[src/rtl/uart_pkg.sv]
// uart_pkg: constants and TX state type shared by the UART receive and transmit paths
package uart_pkg;
  localparam logic [13:0] BAUD_DIV_9600 = 14'd10416;
  localparam logic [13:0] BAUD_DIV_CAP = 14'd5208;
  localparam int DATA_BITS = 8;
  localparam int STOP_BITS = 1;
  typedef enum logic [1:0] {IDLE, START, DATA, STOP} uart_tx_state_t;
endpackage

[src/rtl/uart_tx_path_if.sv]
// uart_tx_path_if: valid/ready byte handshake into the UART transmitter
interface uart_tx_path_if;
  logic [7:0] tx_data_i;
  logic tx_valid_i;
  logic tx_ready_o;
  modport master (output tx_data_i, output tx_valid_i, input tx_ready_o);
  modport slave (input tx_data_i, input tx_valid_i, output tx_ready_o);
endinterface

[src/rtl/uart_tx_fifo.sv]
// uart_tx_fifo: synchronous show-ahead FIFO; the head is readable before the pop edge
module uart_tx_fifo #(
  parameter int DW = 8,
  parameter int DEPTH = 16,
  localparam int AW = $clog2(DEPTH)
) (
  input  logic iclk,
  input  logic irst_n,
  input  logic push,
  input  logic pop,
  input  logic [DW-1:0] din,
  output logic [DW-1:0] dout,
  output logic full,
  output logic empty,
  output logic [AW:0] level
);
  logic [DW-1:0] mem [DEPTH];
  logic [AW:0] wr_ptr, rd_ptr;
  logic wr_en, rd_en;
  assign wr_en = push & ~full;
  assign rd_en = pop & ~empty;
  always_ff @(posedge iclk or negedge irst_n)
    if (!irst_n) begin
      wr_ptr <= '0;
      rd_ptr <= '0;
    end else begin
      if (wr_en) wr_ptr <= wr_ptr + (AW+1)'(1);
      if (rd_en) rd_ptr <= rd_ptr + (AW+1)'(1);
    end
  always_ff @(posedge iclk)
    if (wr_en) mem[wr_ptr[AW-1:0]] <= din;
  assign dout = mem[rd_ptr[AW-1:0]];
  assign empty = wr_ptr == rd_ptr;
  // extra pointer MSB distinguishes full from empty when the indices match
  assign full = (wr_ptr[AW] != rd_ptr[AW]) && (wr_ptr[AW-1:0] == rd_ptr[AW-1:0]);
  assign level = wr_ptr - rd_ptr;
endmodule

[src/rtl/uart_tx_path.sv]
// uart_tx_path: buffered 8N1 UART transmitter, byte FIFO feeding a baud-timed shifter
module uart_tx_path import uart_pkg::*; #(
  parameter logic [13:0] BAUD_DIV = BAUD_DIV_9600,
  parameter int FIFO_DEPTH = 16
) (
  input  logic iclk,
  input  logic irst_n,
  uart_tx_path_if.slave tx,
  output logic uart_tx_o,
  output logic tx_busy_o,
  output logic tx_done_o,
  output logic [$clog2(FIFO_DEPTH):0] fifo_level_o
);
  uart_tx_state_t state, state_n;
  logic [13:0] cnt, cnt_n;
  logic [2:0] idx, idx_n;
  logic [7:0] shift, shift_n, head;
  logic full, empty, pop, bit_end, line_d;
  assign tx.tx_ready_o = ~full;
  uart_tx_fifo #(.DW(8), .DEPTH(FIFO_DEPTH)) u_fifo (
    .iclk(iclk),
    .irst_n(irst_n),
    .push(tx.tx_valid_i),
    .pop(pop),
    .din(tx.tx_data_i),
    .dout(head),
    .full(full),
    .empty(empty),
    .level(fifo_level_o)
  );
  always_ff @(posedge iclk or negedge irst_n)
    if (!irst_n) begin
      state <= IDLE;
      cnt <= '0;
      idx <= '0;
      shift <= '0;
      uart_tx_o <= 1'b1;
    end else begin
      state <= state_n;
      cnt <= cnt_n;
      idx <= idx_n;
      shift <= shift_n;
      uart_tx_o <= line_d;
    end
  assign bit_end = cnt == BAUD_DIV - 14'd1;
  always_comb begin
    state_n = state;
    cnt_n = bit_end ? '0 : cnt + 14'd1;
    idx_n = idx;
    shift_n = shift;
    pop = 1'b0;
    case (state)
      IDLE: begin
        cnt_n = '0;
        if (!empty) begin
          pop = 1'b1;
          shift_n = head;
          state_n = START;
        end
      end
      START: if (bit_end) begin
        state_n = DATA;
        idx_n = '0;
      end
      DATA: if (bit_end) begin
        shift_n = shift >> 1;
        idx_n = idx + 3'd1;
        if (idx == 3'(DATA_BITS - 1)) state_n = STOP;
      end
      // a queued byte starts its frame straight after this stop bit
      STOP: if (bit_end) begin
        pop = ~empty;
        shift_n = empty ? shift : head;
        state_n = empty ? IDLE : START;
      end
      default: state_n = IDLE;
    endcase
  end
  assign line_d = state == START ? 1'b0 : state == DATA ? shift[0] : 1'b1;
  assign tx_busy_o = state != IDLE;
  assign tx_done_o = state == STOP && bit_end;
endmodule

[src/flat_wrapper.sv]
// flat-port wrapper written by rule: the top's interface ports become plain ports
module uart_tx_path_flat import uart_pkg::*;
#(
  parameter logic [13:0] BAUD_DIV = BAUD_DIV_9600,
  parameter int FIFO_DEPTH = 16
)
  (iclk, irst_n, uart_tx_o, tx_busy_o, tx_done_o, fifo_level_o, tx_tx_data_i, tx_tx_valid_i, tx_tx_ready_o);
  uart_tx_path_if tx_i ();
  input  logic iclk;
  input  logic irst_n;
  output logic uart_tx_o;
  output logic tx_busy_o;
  output logic tx_done_o;
  output logic [$clog2(FIFO_DEPTH):0] fifo_level_o;
  input wire logic [$bits(tx_i.tx_data_i)-1:0] tx_tx_data_i;
  input wire logic [$bits(tx_i.tx_valid_i)-1:0] tx_tx_valid_i;
  output wire logic [$bits(tx_i.tx_ready_o)-1:0] tx_tx_ready_o;
  assign tx_i.tx_data_i = tx_tx_data_i;
  assign tx_i.tx_valid_i = tx_tx_valid_i;
  assign tx_tx_ready_o = tx_i.tx_ready_o;
  uart_tx_path #(.BAUD_DIV(BAUD_DIV), .FIFO_DEPTH(FIFO_DEPTH)) u_core (.iclk(iclk), .irst_n(irst_n), .tx(tx_i), .uart_tx_o(uart_tx_o), .tx_busy_o(tx_busy_o), .tx_done_o(tx_done_o), .fifo_level_o(fifo_level_o));
endmodule
[config.mk]
export PLATFORM = sky130hd
export DESIGN_NAME = uart_tx_path_flat
export DESIGN_NICKNAME = d
export VERILOG_FILES = /design/src/rtl/uart_pkg.sv /design/src/rtl/uart_tx_path_if.sv /design/src/rtl/uart_tx_fifo.sv /design/src/rtl/uart_tx_path.sv /design/src/flat_wrapper.sv
export SDC_FILE = /design/constraint.sdc
export NUM_CORES = 1
export LEC_CHECK = 0
export BUFFER_PORTS_ARGS = -buffer_cell sky130_fd_sc_hd__buf_4
export CAP_MARGIN = 0
export CORE_ASPECT_RATIO = 0.5
export CORE_UTILIZATION = 50
export CTS_CLUSTER_DIAMETER = 200
export DETAILED_ROUTE_END_ITERATION = 8
export GPL_TIMING_DRIVEN = 0
export PLACE_DENSITY = 0.66
export SYNTH_ARGS = -nofsm -noshare
export SYNTH_HDL_FRONTEND = slang
export SYNTH_HIERARCHICAL = 1
export SYNTH_SLANG_ARGS = --single-unit
export TNS_END_PERCENT = 1
[constraint.sdc]
create_clock -name iclk -period 7.5 [get_ports iclk]
set_input_delay 0 -clock iclk [delete_from_list [all_inputs] [get_ports iclk]]
set_output_delay 0 -clock iclk [all_outputs]
set_load 0.02 [all_outputs]
==> run summary <==
The run finished with clean final reports. The routed length per instance is 21.2 µm. TritonCTS built the clock tree. The number of antenna violations at the first check in global routing is 0. After global routing the overflow that remains totals 0. Of the available clock period, the critical path in the final layout requires 0.448.

The first global-routing pass estimated 21.8 mm of wire. The critical path required time is 7.52 ns. The number of gates given a new drive strength after cts is 0.

For this block, the routed nets add up to 14.5 mm of wire. Of the total synthesized cell area, the portion taken by AND, OR, NAND and NOR gates is 0.0616. The DRC violation count after routing came out at 0. The number of enable-type register cells in the synthesized netlist came out at 128. Synthesis handed over a netlist of 430 instances. The worst setup path is launched from a flop. The standard-cell row count is 30. The register bit count reported by yosys came out at between 150 and 200. The highest attainable clock frequency came out at 298 MHz. The worst slack on hold paths is 0.0905 ns. The die covers 15000 µm². The worst setup path is of the reg2reg kind.

The number of top-level design ports came out at 20. In the final layout, the share of cells above drive strength 1 is 0.215. The post-synthesis cell area is 7250 µm².

For this block, the initial DRC count from the detailed router was ~310. The count of clock tree sinks is 166. Measured against the total synthesized area, the mux share comes to 0.139. After clock tree synthesis, the clock-pin slew on the worst setup and hold paths is roughly 0.07 ns.

The critical-path maximum fanout came out at 10. The final max-slew violation count is 0. Setup violations remaining at the end of the flow were counted as 0.

At the pin with the least slew margin, the transition time is 1.40 ns. Counting distinct cell types in the post-synthesis netlist gives 50. Counting the buffers created by CTS gives 17. The routability congestion estimate came out at between 0.7 and 0.8.

Subtracting the final worst setup slack from the clock period gives 3.36 ns. The number of antenna diodes in the final layout is 0. The leakage power figure came out at 3.13 nW.

Among all flip-flop cells after synthesis, the most frequent one is sky130_fd_sc_hd__edfxtp_1. The detailed router placed approximately 3800 vias in this run. The post-place instance area came out at 7640 µm². The die span in y is 87.1 µm. The post-route total power came out at 2.30 mW. The detailed-route vias per instance is 5.58. In the final timing run, aggregate negative setup slack is 0 ns. The async set-or-reset flop fraction in the synthesized netlist is 0.229. The share of the synthesized area in the top cell type came out at 0.530.

The area of the core region came out at 13900 µm². The share of the Yosys chip area taken by registers is 0.662. The count of H-tree levels built during CTS is 4. The compound-cell area share of the yosys netlist was 0.0411. The relative slew slack is 0.0632. The clock passes through at most 2 buffers. In the global route stage, overall resource usage came out at 0.210. The final cell area excluding filler cells is 8330 µm². The biggest area contributor in the post-synthesis netlist is sky130_fd_sc_hd__edfxtp_1. By area, the combinational part of the netlist is dominated by multiplexers.

For this configuration, the core starts out at a cell density of 0.523. The final worst clock skew came out at 0.0149 ns. From left edge to right edge, the die measures 172 µm. The tree is rooted in a sky130_fd_sc_hd__clkbuf_16.

The peak ir drop on the vdd network is between 0.15 and 0.2 mV. Of the total synthesized cell area, the portion taken by XOR and XNOR cells is 0.0300. OpenSTA, run right after detailed placement, puts the worst setup slack at 4.21 ns. In this run the remaining antenna-violating nets after routing total 0. The hold violation count in the final report came out at 0. Setup repair after global routing left no endpoint under its margin. The quantity of I/O buffers inserted on ports is 19. The type of element capturing the critical path is a flop.

The signal arrival time at the worst endpoint is 3.38 ns. The kind of path behind the tightest hold check is in2async. The number of warnings issued by yosys came out at 6. The final layout net count is 510. For the worst-skew pair, the clock arrives at the later sink with an insertion delay of about 0.42 ns. The pin count of the biggest net entering global routing is 39. Relative to the synthesized area, the layout overhead comes to 14.9%.

The post-synthesis share of cell area spent on full adders, half adders and majority gates came out at 0.0338. The ratio of total power to cell area is 277 nW/µm². The synthesized area divided by synthesized cell count came out at 16.9 µm². The max-capacitance violation count came out at 0. The post-detailed-placement half-perimeter wirelength came out at 9.31 mm. The net count after synthesis is 460.

The worst setup slack after layout came out at 4.14 ns. The via count of the first global-routing pass came out at 3755. The iteration count of the initial detailed-routing pass came out at 4. Sorting the synthesized cells by area gives the leading types as sky130_fd_sc_hd__edfxtp_1 (53%), sky130_fd_sc_hd__dfrtp_1 (13%), sky130_fd_sc_hd__mux4_2 (4.4%).
[layer usage]
layer	track usage	vias to the layer above	routed length, µm	share of wire
li1	-	1763	-	-
met1	0.315	1946	7240	0.50
met2	0.298	96	6230	0.43
met3	0.0500	16	787	0.054
met4	0.0772	0	242	0.017
met5	0	-	0	0
[synth_stat cells, types with 9 or more instances]
cell type and number:
sky130_fd_sc_hd__dfrtp_1 37, sky130_fd_sc_hd__edfxtp_1 128, sky130_fd_sc_hd__ha_1 18, sky130_fd_sc_hd__inv_1 16
sky130_fd_sc_hd__mux2_2 15, sky130_fd_sc_hd__mux2i_1 26, sky130_fd_sc_hd__mux4_1 10, sky130_fd_sc_hd__mux4_2 14
sky130_fd_sc_hd__nand2_1 9, sky130_fd_sc_hd__nor2_1 18, sky130_fd_sc_hd__o21ai_0 10, sky130_fd_sc_hd__o21ai_1 11
sky130_fd_sc_hd__xnor2_1 15
[path summary, 6_finish.rpt]
kind                                      endpoint                    start  depth (start not counted)  slack (ns)
max                        u_core/u_fifo/mem[4][4]  u_core/u_fifo/rd_ptr[2]                          9        4.14
min                                  u_core/cnt[9]                   irst_n                          2        0.09
max reg2reg                u_core/u_fifo/mem[4][4]  u_core/u_fifo/rd_ptr[2]                          9        4.14
min reg2reg                          u_core/cnt[0]            u_core/cnt[0]                          1        0.47
max in group asynchronous         u_core/uart_tx_o                   irst_n                          2        7.04
min in group iclk          u_core/u_fifo/mem[9][3]          tx_tx_data_i[3]                          2        0.45
[metrics by stage]
step	utilization	std cells
finish	0.601	685
global route	0.601	685
CTS	0.601	685
detailed placement	0.552	643
global placement	0.551	641
floorplan	-	430
[cells in the final DEF (no fill, tap or decap), drive strengths merged, types with 9 or more instances in the layout]
master,n
edfxtp,128
dfrtp,37
buf,35
mux2i,26
inv,24
mux4,24
clkbuf,21
o21ai,21
nor2,18
ha,18
xnor2,16
mux2,15
dlygate4sd3,10
and2,10
nand2,9
[cell families (layout without fill, tap and decap cells)]
| logic type | after synthesis | in the layout |
|---|---|---|
| buffers and inverters | 34 | 97 |
| adders and majority gates | 19 | 19 |
| muxes | 65 | 65 |
| DFF | 166 | 166 |
| xor gates and xnor gates | 24 | 24 |
| AOI/OAI and AO/OA | 45 | 45 |
| and+or+nand+nor | 77 | 77 |
[cell type report]
type / instances / area [µm²]
multi-input cells: 230 / 2210
inverters: 16 / 60.1
fillers: 1014 / 5520
plain buffers: 18 / 176
repair buffers: 31 / 258
flip-flops and latches: 166 / 4800
well taps: 192 / 240
clock inverters: 15 / 158
clock buffers: 17 / 425
[power breakdown]
part | leakage (nW) | internal, mW | switching (mW) | total (mW)
combinational | 1.21 | 0.133 | 0.216 | 0.349
clock | 0.284 | 0.446 | 0.401 | 0.848
sequential | 1.63 | 1.08 | 0.0304 | 1.11
total | 3.13 | 1.66 | 0.648 | 2.30
[state kept, by name (all words and copies together) (netlist names)]
register / cells
u_core/u_fifo/rd_ptr: 5
u_core/u_fifo/mem: 128
u_core/shift: 8
u_core/idx: 3
u_core/uart_tx_o: 1
u_core/state: 2
u_core/u_fifo/wr_ptr: 5
u_core/cnt: 14
[worst max-delay path, stage by stage, from the launching register on]
cell and delay (ns):
sky130_fd_sc_hd__dfrtp_1 0.36, sky130_fd_sc_hd__buf_6 0.17, sky130_fd_sc_hd__buf_6 0.20, sky130_fd_sc_hd__buf_6 0.17
sky130_fd_sc_hd__inv_1 0.05, sky130_fd_sc_hd__ha_1 0.33, sky130_fd_sc_hd__nand4_1 0.17, sky130_fd_sc_hd__o21a_2 0.24
sky130_fd_sc_hd__nand2_1 0.13, sky130_fd_sc_hd__nor3b_1 1.13
[repair_timing]
action | CTS | global route
buffers inserted | 0 | 0
hold buffers | 10 | 0
endpoints found under the setup margin | 0 | 0
endpoints found under the hold margin | 168 | 0
No activity file was read; power rests on OpenSTA's default activity.
